## src/rtl/instr_fetch.sv

```systemverilog
// Fetch stage between pc_unit and the decoder: reads an opcode word and an optional
// immediate word, steers pc_unit, and hands one instruction at a time to the decoder.
module instr_fetch #(
  parameter int IMM_BIT = 8
) (
  input  logic        clk,
  input  logic        rst_n,
  input  logic        en,
  input  logic [15:0] pc,
  output logic [1:0]  pc_op,
  output logic [15:0] pc_target,
  input  logic        flush,
  input  logic [15:0] flush_addr,
  output logic        mem_req,
  output logic [15:0] mem_addr,
  input  logic        mem_ack,
  input  logic [15:0] mem_data,
  output logic        instr_valid,
  input  logic        instr_ready,
  output logic [15:0] instr_word,
  output logic [15:0] imm_word,
  output logic        has_imm
);

  // pc_unit operation encodings shared with cpu_constants.vh
  localparam logic [1:0] PC_NOP   = 2'd0;
  localparam logic [1:0] PC_INC   = 2'd1;
  localparam logic [1:0] PC_SET   = 2'd2;
  localparam logic [1:0] PC_RESET = 2'd3;

  typedef enum logic [1:0] {
    S_RESET,
    S_FETCH_OP,
    S_FETCH_IMM,
    S_HOLD
  } state_t;

  state_t      r_state;
  logic        r_instr_valid;
  logic [15:0] r_instr_word;
  logic [15:0] r_imm_word;
  logic        r_has_imm;

  logic w_in_reset;
  logic w_flushing;
  logic w_active;
  logic w_fetching;
  logic w_ack_taken;
  logic w_handshake;

  // Flush outranks the stall; a stalled or flushing cycle never consumes an ack.
  assign w_in_reset  = !rst_n || (r_state == S_RESET);
  assign w_flushing  = !w_in_reset && flush;
  assign w_active    = !w_in_reset && !flush && en;
  assign w_fetching  = (r_state == S_FETCH_OP) || (r_state == S_FETCH_IMM);
  assign w_ack_taken = w_active && w_fetching && mem_ack;
  assign w_handshake = w_active && (r_state == S_HOLD) && r_instr_valid && instr_ready;

  always_comb begin
    pc_op = PC_NOP;
    if (w_in_reset) begin
      pc_op = PC_RESET;
    end else if (w_flushing) begin
      pc_op = PC_SET;
    end else if (w_ack_taken) begin
      pc_op = PC_INC;
    end
  end

  assign pc_target   = w_flushing ? flush_addr : 16'h0000;
  assign mem_req     = w_active && w_fetching;
  assign mem_addr    = mem_req ? pc : 16'h0000;
  assign instr_valid = r_instr_valid && !w_flushing;
  assign instr_word  = r_instr_word;
  assign imm_word    = r_imm_word;
  assign has_imm     = r_has_imm;

  always_ff @(posedge clk) begin
    if (!rst_n) begin
      r_state       <= S_RESET;
      r_instr_valid <= 1'b0;
      r_instr_word  <= 16'h0000;
      r_imm_word    <= 16'h0000;
      r_has_imm     <= 1'b0;
    end else if (r_state == S_RESET) begin
      r_state <= S_FETCH_OP;
    end else if (flush) begin
      // Whatever was partially fetched or held is dropped; refetch at the new PC.
      r_state       <= S_FETCH_OP;
      r_instr_valid <= 1'b0;
    end else if (en) begin
      case (r_state)
        S_FETCH_OP: begin
          if (mem_ack) begin
            r_instr_word <= mem_data;
            r_has_imm    <= mem_data[IMM_BIT];
            if (mem_data[IMM_BIT]) begin
              r_state <= S_FETCH_IMM;
            end else begin
              r_imm_word    <= 16'h0000;
              r_instr_valid <= 1'b1;
              r_state       <= S_HOLD;
            end
          end
        end
        S_FETCH_IMM: begin
          if (mem_ack) begin
            r_imm_word    <= mem_data;
            r_instr_valid <= 1'b1;
            r_state       <= S_HOLD;
          end
        end
        S_HOLD: begin
          if (w_handshake) begin
            r_instr_valid <= 1'b0;
            r_state       <= S_FETCH_OP;
          end
        end
        default: r_state <= S_FETCH_OP;
      endcase
    end
  end

endmodule

```

## config.mk

```make
export PLATFORM = sky130hd
export DESIGN_NAME = instr_fetch
export DESIGN_NICKNAME = d
export VERILOG_FILES = /design/src/rtl/instr_fetch.sv
export SDC_FILE = /design/constraint.sdc
export NUM_CORES = 1
export LEC_CHECK = 0
export BUFFER_PORTS_ARGS = -buffer_cell sky130_fd_sc_hd__buf_2
export CORE_ASPECT_RATIO = 0.9
export CORE_UTILIZATION = 42
export DETAILED_ROUTE_END_ITERATION = 7
export PLACE_DENSITY = 0.78
export SLEW_MARGIN = 20
export SYNTH_ARGS = -nofsm -noshare
export SYNTH_HDL_FRONTEND = slang
export SYNTH_SLANG_ARGS = --single-unit
```

## constraint.sdc

```tcl
create_clock -name clk -period 2.5 [get_ports clk]
set_input_delay 0.375 -clock clk [delete_from_list [all_inputs] [get_ports clk]]
set_output_delay 0.375 -clock clk [all_outputs]
set_load 0.05 [all_outputs]
```

==> summary.txt <==
Outcome
  • Status: finished, final reports clean

STA
  • PnR worst setup slack: 71.3 ps
  • Final Max Tran Viols: 0
  • Worst slew pin tran: 647 ps
  • Crit path time final: 2430 ps
  • Hold Slack: 343 ps
  • Final setup viols: 0
  • Slew HR: 0.557
  • Tcrit/Tclk final: 0.971
  • RSZ-0062 raised after global routing: yes
  • Final setup TNS: 0 ps
  • Final hold violation count: 0
  • Setup Skew: 2.93 ps
  • Max Fclk: 412 MHz

Critical path
  • Register-to-register setup slack: 470 ps
  • Critical path cell sequence: inv_1, ha_2, or3_4, nor3_4, buf_2, and2_1, buf_6
  • Data required, critical path: 2120 ps
  • Worst setup path start: r_state[1]
  • Slowest CP cell: or3_4
  • R2R Path Start: r_state[1]
  • Critical path's largest stage delay: 380 ps
  • Worst-case reg-to-reg path depth: 8
  • Worst setup SP type: register
  • CP endpoint: mem_addr[15]
  • CP Capture Type: primary output
  • FF-to-FF End: imm_word[11]
  • Critical path peak fanout: 4
  • Worst Setup Path Type: register to primary output
  • Crit path buf inv count: 3
  • Critical path arrival: 2050 ps
  • CP Depth: 7
  • Crit-path leading delay family: simple AND/OR/NAND/NOR gates

Routing
  • Routed vias: 2002
  • First-pass DRT Iterations: 4
  • Drt via density: 4.85
  • DRT iter0 DRCs: 148
  • Routed WL: 5510 µm
  • DRC: 0
  • Antenna Nets Post-Route: 0
  • Wire per inst: 13.3 µm

Logic synthesis
  • #FFs+latches synth: 35
  • Top post-synthesis cells by count: and2_1 (48), dfxtp_1 (35), nor2_1 (20)
  • Post-synth cell types: 30
  • Most numerous cell in the Yosys netlist: and2_1
  • Yosys top cell by area: dfxtp_1
  • Post-synthesis net count: 285
  • Synthesized netlist cell count: 224
  • Synthesized cell area: 1850 µm²
  • FFs w/ async S/R, synth: 0
  • Synth area leaders: dfxtp_1 (38%), and2_1 (16%), mux2i_1 (8.6%), a21oi_1 (4.9%), ha_1 (4.7%)
  • Main synth FF type: dfxtp_1
  • Syn avg cell area: 8.27 µm²
  • Fraction of the yosys area taken by sequential cells: 0.378
  • EDFF count, synth: 0
  • Synth warn: 0
  • Area share of the largest cell type after synthesis: 0.378

Clocking
  • Clock-pin slew on the worst setup and hold paths: 70 ps
  • CTS Buf Count: 5
  • H-tree lvl count: 2
  • Clock sinks: 35
  • Worst-skew pair later-pin latency: 280 ps
  • Clk root buf: clkbuf_8
  • TritonCTS clock tree: done
  • Post-CTS Hold Buffers: 0
  • Clock buffer depth: 2

Placement
  • Post-DP HPWL: 3820 µm
  • DP Area: 2540 µm²
  • Gpl congestion: 0.851
  • # port buffers: 122
  • Post-place setup slack: 215 ps

Flow run
  • Max-Cap Viols: 0

Power
  • Reg power frac: 0.459
  • Net switching fraction of the power: 0.277
  • Internal power: 0.000893 W
  • Pwr dens: 445 nW/µm²
  • Leak Pwr: 1.37 nW
  • Switching power total: 0.000343 W
  • Logic pwr share: 0.178
  • Worst-case vdd ir drop: 0.345 mV
  • Clock power frac: 0.364

Global route
  • Vias in the first global route: 1812
  • Largest net degree at the start of global routing: 34
  • Initial antenna violation count: 0
  • Grt ovf: 0
  • First-pass GRT wire length: 8070 µm
  • GRT Util Overall: 0.221

Floorplan
  • # IOs: 123
  • Row cnt: 22
  • Die X: 72.0 µm
  • DIE AREA: 4680 µm²
  • Core ar.: 4160 µm²
  • Die Height: 65.0 µm
  • Initial Util: 0.446

Min path
  • HP Start: mem_data[14]
  • Worst hold-check path type: input pin to register

Final layout
  • Antenna diodes: 0
  • Layout cell share with drive strength beyond 1: 0.456
  • Fin nets: 413
  • Area grow syn2layout: 50.0%
  • Design Area, Final: 2780 µm²
==> worst min-delay path by stage <==
stage	to	slack, ps	cells past startpoint
CTS	instr_word[14]	340	3
floorplan	r_state[0]	510	1
global route	instr_word[11]	340	3
detailed placement	instr_word[10]	440	2
finish	instr_word[14]	340	3
global placement	instr_word[5]	440	2
==> tightest hold or removal path, delay by kind of cell <==
| kind | cells | cell delay, ps |
|---|---|---|
| AO/OA/AOI/OAI | 1 | 50 |
| AND/OR/NAND/NOR | 1 | 50 |
| buffers and inverters | 1 | 100 |
==> cell type report <==
type                       instances  area, µm²
clock buffer                       7       96.3
tap                               60       75.1
multi-input combinational        168       1070
inverter                           7       26.3
fill                             359       1380
clock inverter                     1       7.51
sequential                        35        708
timing repair buffer             135        797
==> power groups by stage <==
stage / Combinational, W / Clock [W] / Sequential [W]
floorplan: 0.000118 / 0 / 0.000590
global placement: 0.000207 / 0 / 0.000580
detailed placement: 0.000210 / 0 / 0.000580
CTS: 0.000212 / 0.000460 / 0.000568
global route: 0.000235 / 0.000492 / 0.000567
finish: 0.000220 / 0.000450 / 0.000567
==> cell families (layout without fill, tap and decap cells) <==
family,count (synthesis),after routing,synth area share
buf+inv,21,150,0.0527
flops,35,35,0.378
compound gates,30,30,0.0987
mux,16,16,0.0865
fa+ha+maj,7,7,0.0473
simple gates,115,115,0.336
==> placed cells by master, fill, tap and decap left out, drive strengths merged, types with 3 or more instances in the layout <==
| cell type | Yosys | routed |
|---|---|---|
| a21oi | 18 | 18 |
| and2 | 48 | 48 |
| buf | 8 | 134 |
| clkbuf | 6 | 8 |
| dfxtp | 35 | 35 |
| ha | 7 | 7 |
| inv | 7 | 7 |
| mux2i | 16 | 16 |
| nand2 | 19 | 19 |
| nand3 | 17 | 17 |
| nor2 | 20 | 20 |
| nor2b | 4 | 4 |
| nor3 | 3 | 3 |
| o21ai | 3 | 3 |
==> layer usage <==
layer  global-route usage  routed length [µm]  vias to the layer above
li1                     -                   -                      995
met2                0.390                2820                       89
met3               0.0591                 380                        9
met1                0.256                2240                      909
met4               0.0833                  68                        0
met5                    0                   0                        -
==> what timing repair did <==
item | CTS | global route
pin swaps | 0 | 2
gates cloned | 0 | 2
endpoints found under the setup margin | 16 | 17
resized for setup | 18 | 19
setup buffers | 0 | 3
==> sequential cells by signal, indices dropped and copies added (netlist names) <==
name and cells:
imm_word 16, r_state 2, instr_word 16, r_instr_valid 1
==> metrics by stage <==
stage           util  power, W  cells
3_3_place_gp   0.610  0.000787    400
6_report       0.668   0.00124    413
4_1_cts        0.646   0.00124    408
2_1_floorplan      -  0.000708    224
5_1_grt        0.668   0.00129    413
3_5_place_dp   0.610  0.000790    400
(Power assumes the default switching activity.)
